## src/rtl/shift_seq_pkg.sv

```systemverilog
// Shared types and helpers for the multi-pass shift sequencer.
package shift_seq_pkg;

  typedef enum logic [1:0] {
    IDLE  = 2'd0,
    SHIFT = 2'd1,
    DONE  = 2'd2
  } state_e;

  // Bits consumed by one pass: whatever remains, capped at the per-pass limit.
  function automatic int unsigned calc_step(int unsigned rem, int unsigned max_step);
    return (rem < max_step) ? rem : max_step;
  endfunction

endpackage

```

## src/rtl/shift_step.sv

```systemverilog
// Cheap per-pass shifter: logical shift by 0..MAX_STEP with zero fill.
module shift_step #(
  parameter int DATA_WIDTH = 8,
  parameter int MAX_STEP   = 3,
  parameter int STEP_W     = $clog2(MAX_STEP + 1)
) (
  input  logic [DATA_WIDTH-1:0] data,
  input  logic [STEP_W-1:0]     step,
  input  logic                  left,
  output logic [DATA_WIDTH-1:0] result
);

  always_comb begin
    if (left) result = data << step;
    else      result = data >> step;
  end

endmodule

```

## src/rtl/shift_sequencer.sv

```systemverilog
// Multi-cycle logical shifter: iterates shift_step passes until the requested
// amount is consumed, then holds the result until the consumer takes it.
//
// state | meaning
// IDLE  | waiting for a command, in_ready high
// SHIFT | one pass per cycle until the remaining amount reaches zero
// DONE  | result presented on out_data with out_valid high
module shift_sequencer
  import shift_seq_pkg::*;
#(
  parameter int DATA_WIDTH = 8,
  parameter int AMT_W      = 4,
  parameter int MAX_STEP   = 3
) (
  input  logic                  clk,
  input  logic                  rst,
  input  logic                  in_valid,
  output logic                  in_ready,
  input  logic [DATA_WIDTH-1:0] in_data,
  input  logic [AMT_W-1:0]      in_amt,
  input  logic                  in_left,
  output logic                  out_valid,
  input  logic                  out_ready,
  output logic [DATA_WIDTH-1:0] out_data,
  output logic                  busy
);

  localparam int REM_W  = $clog2(DATA_WIDTH + 1);
  localparam int STEP_W = $clog2(MAX_STEP + 1);

  state_e                  state_q, state_d;
  logic [DATA_WIDTH-1:0]   data_q, data_d;
  logic [REM_W-1:0]        rem_q, rem_d;
  logic                    dir_q, dir_d;

  logic [REM_W-1:0]        amt_sat;
  logic [REM_W-1:0]        rem_after;
  logic [STEP_W-1:0]       step;
  logic [DATA_WIDTH-1:0]   shifted;

  // Anything at or beyond the word width clears the word, so clip it there.
  always_comb begin
    if (int'(in_amt) >= DATA_WIDTH) amt_sat = REM_W'(DATA_WIDTH);
    else                            amt_sat = REM_W'(in_amt);
  end

  assign step      = STEP_W'(calc_step(32'(rem_q), MAX_STEP));
  assign rem_after = rem_q - REM_W'(step);

  shift_step #(
    .DATA_WIDTH (DATA_WIDTH),
    .MAX_STEP   (MAX_STEP),
    .STEP_W     (STEP_W)
  ) u_shift_step (
    .data   (data_q),
    .step   (step),
    .left   (dir_q),
    .result (shifted)
  );

  always_ff @(posedge clk or posedge rst) begin
    if (rst) begin
      state_q <= IDLE;
      data_q  <= '0;
      rem_q   <= '0;
      dir_q   <= 1'b0;
    end else begin
      state_q <= state_d;
      data_q  <= data_d;
      rem_q   <= rem_d;
      dir_q   <= dir_d;
    end
  end

  always_comb begin
    state_d = state_q;
    data_d  = data_q;
    rem_d   = rem_q;
    dir_d   = dir_q;

    unique case (state_q)
      IDLE: begin
        if (in_valid) begin
          data_d  = in_data;
          dir_d   = in_left;
          rem_d   = amt_sat;
          state_d = (amt_sat != '0) ? SHIFT : DONE;
        end
      end
      SHIFT: begin
        data_d = shifted;
        rem_d  = rem_after;
        if (rem_after == '0) state_d = DONE;
      end
      DONE: begin
        if (out_ready) state_d = IDLE;
      end
      default: state_d = IDLE;
    endcase
  end

  // Outputs decode straight from registered state so reset reaches them at once.
  assign in_ready  = (state_q == IDLE);
  assign out_valid = (state_q == DONE);
  assign busy      = (state_q != IDLE);
  assign out_data  = data_q;

endmodule

```

## config.mk

```make
export PLATFORM = sky130hd
export DESIGN_NAME = shift_sequencer
export DESIGN_NICKNAME = d
export VERILOG_FILES = /design/src/rtl/shift_seq_pkg.sv /design/src/rtl/shift_step.sv /design/src/rtl/shift_sequencer.sv
export SDC_FILE = /design/constraint.sdc
export NUM_CORES = 1
export LEC_CHECK = 0
export CAP_MARGIN = 10
export CORE_MARGIN = 2
export CORE_UTILIZATION = 30
export CTS_CLUSTER_SIZE = 10
export DETAILED_ROUTE_END_ITERATION = 7
export GPL_TIMING_DRIVEN = 0
export SYNTH_ARGS = -nofsm -noshare
export SYNTH_HDL_FRONTEND = slang
export SYNTH_HIERARCHICAL = 1
export SYNTH_SLANG_ARGS = --single-unit
```

## constraint.sdc

```tcl
create_clock -name clk -period 2.66 [get_ports clk]
set_clock_uncertainty 0.1 [all_clocks]
set_input_delay 0.266 -clock clk [delete_from_list [all_inputs] [get_ports clk]]
set_output_delay 0.266 -clock clk [all_outputs]
set_load 0.05 [all_outputs]
```

==> After elaboration in Yosys (flattened, before gate mapping) <==
Index checks and enable logic that the tools add are counted.
{ "op_classes": {"addsub": 1, "n_lt_le_gt_ge": 2, "n_eq_ne": 5, "shifts": 2, "muxes": 12, "reduce_logical": 8} }
{ "ops": {"columns": ["cell", "n"], "rows": [
  ["2-to-1 mux 8 bit", 2],
  ["case mux 8 bit (2 select lines)", 1],
  ["2-to-1 mux 2 bit", 5],
  ["2-to-1 mux 4 bit", 2],
  ["case mux 4 bit (2 select lines)", 1],
  ["<< shifter 8 x 2 -> 8 bit", 1],
  ["right shift 8 x 2 -> 8 bit", 1],
  ["case mux 2 bit (3 select lines)", 1],
  ["greater-or-equal comparator 4 bit (second input constant)", 1],
  ["logical NOT 4 bit", 1],
  ["less-than comparator 4 x 2 -> 1 bit (second input constant)", 1],
  ["inequality test 2 bit (second input constant)", 2],
  ["AND reduction 2 bit", 2],
  ["nonzero test 2 bit", 2],
  ["nonzero test 4 bit", 1],
  ["subtractor 4 x 2 -> 4 bit", 1],
  ["AND reduction 3 bit", 1],
  ["equality test 2 x 1 -> 1 bit (second input constant)", 1],
  ["equality test 2 bit (second input constant)", 1],
  ["logical NOT 2 bit", 1],
  ["inequality test 2 x 1 -> 1 bit (second input constant)", 1]
]} }
{ "word_totals": {"regBits": 15, "inputBits": 17, "out_inout_bits": 11, "word_cells": 34} }

==> Logic depth before layout (Yosys ltp) <==
Gate-level depths: netlist of the first run.
{ "depth": {"depth_word": 6, "depth_mapped": 8, "depth_no_buf": 6} }

==> Hierarchy <==
Netlist of the first run, hierarchy kept.
{ "by_module_without_submodules": {"columns": ["module", "instances", "cells_per_inst", "area_per_inst_um2", "seq_area_each_um2"], "rows": [
  ["shift_sequencer", 1, 86, 870.8, 375.4],
  ["shift_step", 1, 61, 427.9, 0.0]
]} }

==> Worst setup path after synthesis of the first run <==
No wires, ideal clock.
{ "synth_timing": {"kind": "register to output", "start": "reg state_q[1]", "end": "out busy", "arrival_ns": 1.634, "required_time_ns": 2.294, "setup_slack_ns": 0.660, "path_stages_with_launch": 4, "path_buffers": 1, "cell_sequence": "dfrtp_1 > buf_6 > nor2_1 > inv_1"} }
{ "synth_between": {"elab_chain_cells": 1} }
{ "synth_lines": {"columns": ["item", "line", "source"], "rows": [
  ["from (decl)", "shift_sequencer.sv:31", "state_e state_q, state_d;"],
  ["from (signal assigned)", "shift_sequencer.sv:68", "state_q <= state_d;"],
  ["nonzero test 2 bit", "shift_sequencer.sv:105", "assign busy = (state_q != IDLE);"],
  ["to (decl)", "shift_sequencer.sv:25", "output logic busy"]
]} }
Every way passes these cells.

==> Worst setup path in the final report of the first run <==
{ "layout_timing": {"start": "reg state_q[0]", "end": "out out_valid"} }
{ "layout_between": {"elab_chain_cells": 1} }
{ "layout_lines": {"columns": ["item", "line", "source"], "rows": [
  ["equality test 2 bit", "shift_sequencer.sv:104", "assign out_valid = (state_q == DONE);"],
  ["to (decl)", "shift_sequencer.sv:22", "output logic out_valid,"]
]} }
Every way passes these cells.

==> reports/qor.yml, run 1 <==
outcome: "finished clean"
syn-cell-area_um2: 1300
synth_edf_count: 0
reg2reg_depth: 7
crit_required_ps: 2290
gp_congestion: 0.872
cp_top_family: "buffers and inverters"
post-cts-setup-buffer-count: 0
synth_fa_ha_area_frac: 0.00963
cp_slowest_stage_delay_ps: 790
antenna_left: 0
drc: 0
fp.dieW_um: 69.8
synth_area_leaders: "dfrtp_1 29%, mux2i_1 8.5%, a21oi_1 6.2%, nor2_1 4.9%, nand2b_1 4.3%"
htree_num_levels: 1
slew_viol_final: 0
antenna_found_initial: 0
cts_tree: "done"
synth_fp_nets: 165
critPathSlowestCell: "clkdlybuf4s50_1"
wl_per_cell_um: 14.4
synth_warnings: 6
grt_pass1_vias: 1212
overflow: 0
async_reset_ff_frac: 1.00
synth_area_per_cell_um2: 8.84
yosysMostFrequentCell: "nor2_1"
ios: 28
clkSlewWorstSetupHoldPaths_ps: 70
coreArea_um2: 4090
syn_inst: 147
post_cts_resized: 0
fin_area_um2: 1680
setup_viol: 0
ys_types: 48
clockBufferDepth: 2
grt_max_degree: 16
period_minus_slack_ps: 2150
crit_chain: "buf_4, and2b_2, clkdlybuf4s50_1"
firstDrtPassIters: 4
num_rows: 23
yosysSeqAreaShare: 0.289
dpl.hpwl_um: 2460
worstSetupPathType: "flop to primary output"
fin_crit_sh: 0.808
fin_util: 0.410
grt_pass1_wl_um: 5580
vias_per_cell: 5.48
grtUsageTotal: 0.137
n_antenna_cell: 0
seqCellArea_um2: 375
synth_top_cell_by_area: "dfrtp_1"
num_vias: 1249
tns_ps: 0
endpoint_kind: "primary output"
fillers: 413
min_path_type: "input port to asynchronous set/reset pin"
portBuffers: 27
synth_top_area_frac: 0.289
arrival_ps: 1780
synthMuxAreaShare: 0.0934
tightest_slew_ps: 615
slew_headroom: 0.589
drt-total-wl_um: 3290
cts_root_buffer: "clkbuf_8"
finalHoldViolCount: 0
synth_common_cells: "17 x nor2_1, 16 x a21oi_1, 15 x dfrtp_1, 11 x mux2i_1, 9 x nand2b_1"
clock-sinks: 15
cts_hold_buffers: 0
multi_input_area_um2: 791
max_freq_mhz: 466
worstSetupStartpointType: "flop"
synth_top_family_by_area: "simple AND/OR/NAND/NOR gates"
die-area_um2: 4870
nets: 197
r2r-start: "rem_q[2]"
r2r_slack_ps: 740
synth_xor_area_frac: 0
rsz0062_at_grt: "false"
cap_violations: 0
crit_buf_inv: 2
ys.flop_type: "dfrtp_1"
die-height_um: 69.8
ys_ff_latch: 15
placed_cell_area_um2: 1630
clk_latency_ps: 250
cts_buffers: 3
synth-simple-area-share: 0.257
reg2reg_to: "out_data[3]"
synth_compound_gate_area_share: 0.249
worstPathMaxFanout: 8
area_growth_pct: 29.1
drive_gt1_frac: 0.163
holdWs_ps: 290
start_util: 0.318
drt-initial-drc-count: 87
area by class of cell:
cell class,count,area share
inverter,6,0.0134
clock buffer,4,0.0269
multi-input combinational,114,0.472
sequential,15,0.224
timing repair buffer,27,0.161
buffer,12,0.0657
tap,50,0.0373
worst max path at each step:
| stage | depth (start not counted) | from | endpoint |
|---|---|---|---|
| 2_1_floorplan | 3 | state_q[1] | busy |
| 3_3_place_gp | 5 | in_valid | out_data[4] |
| 3_5_place_dp | 5 | in_valid | out_data[4] |
| 4_1_cts | 3 | state_q[0] | out_valid |
| 5_1_grt | 3 | state_q[0] | out_valid |
| 6_report | 3 | state_q[0] | out_valid |
kinds of logic after synthesis:
| logic type | after synthesis |
|---|---|
| AND/OR/NAND/NOR | 56 |
| AO/OA/AOI/OAI | 45 |
| buffers and inverters | 18 |
| flip-flops | 15 |
| multiplexers | 12 |
| adder cells (fa/ha/maj) | 1 |
worst reg2reg max path: stages (launching register included):
cell and delay, ps:
dfrtp_1 440, or3_1 370, buf_4 170, nand2b_1 140
a21oi_1 60, or3_1 340, nor2_1 110, a21oi_1 50
cells in the final DEF, fill, tap and decap left out, drive strengths merged, types with 5 or more instances in the layout:
cell type      count
nand2              9
mux2i             11
nor2              17
nand2b            10
clkdlybuf4s50     27
dfrtp             15
a311oi             5
a21oi             17
o21ai              6
buf               11
inv                6
clkbuf             5
per-stage QoR:
step           worst slack (ps)  instances
2_1_floorplan               660        147
3_3_place_gp                706        224
3_5_place_dp                656        224
4_1_cts                     497        228
5_1_grt                     455        228
6_report                    512        228
routing by layer:
layer,GRT usage,wire (µm),up-vias
met5,0,0,-
met4,0.0385,23,0
met3,0.0233,166,4
met2,0.248,1610,43
met1,0.167,1490,605
li1,-,-,597
sequential cells by signal (all words and copies together) (netlist names):
signal,count
dir_q,1
out_data,8
rem_q,4
state_q,2
Power of run 1 is left out: the tool's default activity adds up to more than one toggle a clock period on the data nets, which glitch-free logic cannot reach.
==> run 2, diff against run 1 <==
==> constraint.sdc (replaced) <==
create_clock -name clk -period 1.99 [get_ports clk]
set_clock_uncertainty 0.1 [all_clocks]
set_input_delay 0.199 -clock clk [delete_from_list [all_inputs] [get_ports clk]]
set_output_delay 0.199 -clock clk [all_outputs]
set_load 0.05 [all_outputs]
==> run 2 against run 1 <==
Cell area is 1.5% higher. Sequential share of layout area is 0.26 points lower. Count of clock-buffer cells in the layout did not move. Wire length about the same. Flip-flop and latch count did not move. Via count fell by 1.5%. First-iteration DRC count grew 5.7%. Global-route usage did not move. Critical path type is now flop to flop.
==> reports/qor.yml, run 2 (same netlist as run 1, synthesis figures left out) <==
outcome: "finished clean"  # unchanged
slew_viol_final: 0  # unchanged
vias_per_cell: 5.37  # was 5.48
worstSetupPathType: "flop to flop"  # was flop to primary output
critPathSlowestCell: "dfrtp_2"  # was clkdlybuf4s50_1
setup_viol: 0  # unchanged
tns_ps: 0  # unchanged
crit_top_cell: "a21oi_1"
r2r_slack_ps: 90  # was 740 ps
clk_latency_ps: 250  # about the same
crit_chain: "or3_4, buf_6, nand2b_1, a21oi_1, or3_1, nor2_1, a21oi_1"  # was buf_4, and2b_2, clkdlybuf4s50_1
arrival_ps: 1900  # was 1780 ps
max_freq_mhz: 528
die-height_um: 69.8  # unchanged
period_minus_slack_ps: 1900
htree_num_levels: 1  # unchanged
crit_buf_inv: 1  # was 2
die-area_um2: 4870  # unchanged
cts_buffers: 3  # unchanged
final_cell_mix: "24 x clkdlybuf4s50_1, 16 x a21oi_1, 16 x nor2_1"  # was 27 x clkdlybuf4s50_1, 17 x nor2_1, 16 x a21oi_1
fin_crit_sh: 0.952
cap_violations: 0  # unchanged
portBuffers: 27  # unchanged
firstDrtPassIters: 4  # unchanged
grt_pass1_wl_um: 5580  # unchanged
num_vias: 1230  # was 1249
drt-initial-drc-count: 92  # was 87
grtUsageTotal: 0.137  # unchanged
start_util: 0.318  # unchanged
endpoint_kind: "flop"  # was primary output
rsz0062_at_grt: "false"  # unchanged
coreArea_um2: 4090  # unchanged
nets: 198  # was 197
drc: 0  # unchanged
cp_slowest_stage_delay_ps: 440  # was 790 ps
clkSlewWorstSetupHoldPaths_ps: 70  # about the same
grt_max_degree: 16  # unchanged
layout_commonest_cell: "clkdlybuf4s50_1"  # unchanged
fp.dieW_um: 69.8  # unchanged
dpl.hpwl_um: 2460  # unchanged
crit_required_ps: 2000  # was 2290 ps
drive_gt1_frac: 0.184  # was 0.163
finalHoldViolCount: 0  # unchanged
clockBufferDepth: 2  # unchanged
largest_reg_flops: 8  # unchanged
clock-sinks: 15  # unchanged
antenna_found_initial: 0  # unchanged
area_growth_pct: 31.0  # was 29.1%
wl_per_cell_um: 14.4  # about the same
holdWs_ps: 225  # was 290 ps
gp_congestion: 0.872  # unchanged
num_rows: 23  # unchanged
antenna_left: 0  # unchanged
worstPathMaxFanout: 9  # was 8
worstSetupStartpointType: "flop"  # unchanged
cts_tree: "done"  # unchanged
tightest_slew_ps: 620  # was 615 ps
cts_hold_buffers: 0  # unchanged
overflow: 0  # unchanged
grt_pass1_vias: 1212  # unchanged
ios: 28  # unchanged
cp_top_family: "simple AND/OR/NAND/NOR gates"  # was buffers and inverters
n_antenna_cell: 0  # unchanged
drt-total-wl_um: 3290  # about the same
min_path_type: "input port to asynchronous set/reset pin"  # unchanged
slew_headroom: 0.586  # was 0.589
cts_root_buffer: "clkbuf_8"  # unchanged
run 2: repair_timing:
item,4_1_cts,5_1_grt
resized for setup,2,9
setup endpoints to repair,2,7
pin swaps,0,1
buffers inserted,0,1
run 2: path summary, 6_finish.rpt:
path / cells after the start / startpoint / endpoint
worst max-delay path: 7 / rem_q[2] / out_data[3]
worst min-delay path: 2 / rst / out_data[7]
worst max register to register: 7 / rem_q[2] / out_data[3]
worst min register to register: 1 / dir_q / dir_q
max in group asynchronous: 2 / rst / rem_q[2]
min in group clk: 1 / dir_q / dir_q
run 2: worst reg2reg max path: stages (launching register included):
cell and delay (ps):
dfrtp_2 440, or3_4 380, buf_6 140, nand2b_1 130
a21oi_1 60, or3_1 350, nor2_1 110, a21oi_1 50
run 2: metal layers:
metal / vias to the layer above / part of all wire / GRT usage
li1: 599 / - / -
met1: 594 / 0.45 / 0.167
met2: 31 / 0.50 / 0.248
met3: 6 / 0.042 / 0.0233
met4: 0 / 0.0094 / 0.0385
met5: - / 0 / 0
run 2: final cells by class:
type | instances | area [µm²]
flip-flops and latches | 15 | 377
repair buffers | 28 | 278
fillers | 412 | 2380
multi-input cells | 114 | 798
well taps | 50 | 62.6
clock buffers | 4 | 45.0
plain buffers | 12 | 119
inverters | 6 | 22.5
run 2: per-stage QoR:
step / worst slack, ps / area, µm² / instances / utilization
2_1_floorplan: 56.7 / 1300 / 147 / -
3_3_place_gp: 103 / 1630 / 224 / 0.399
3_5_place_dp: 52.5 / 1630 / 224 / 0.399
4_1_cts: 53.0 / 1670 / 228 / 0.410
5_1_grt: 16.3 / 1700 / 229 / 0.416
6_report: 94.8 / 1700 / 229 / 0.416
Power of run 2 is left out for the same reason.
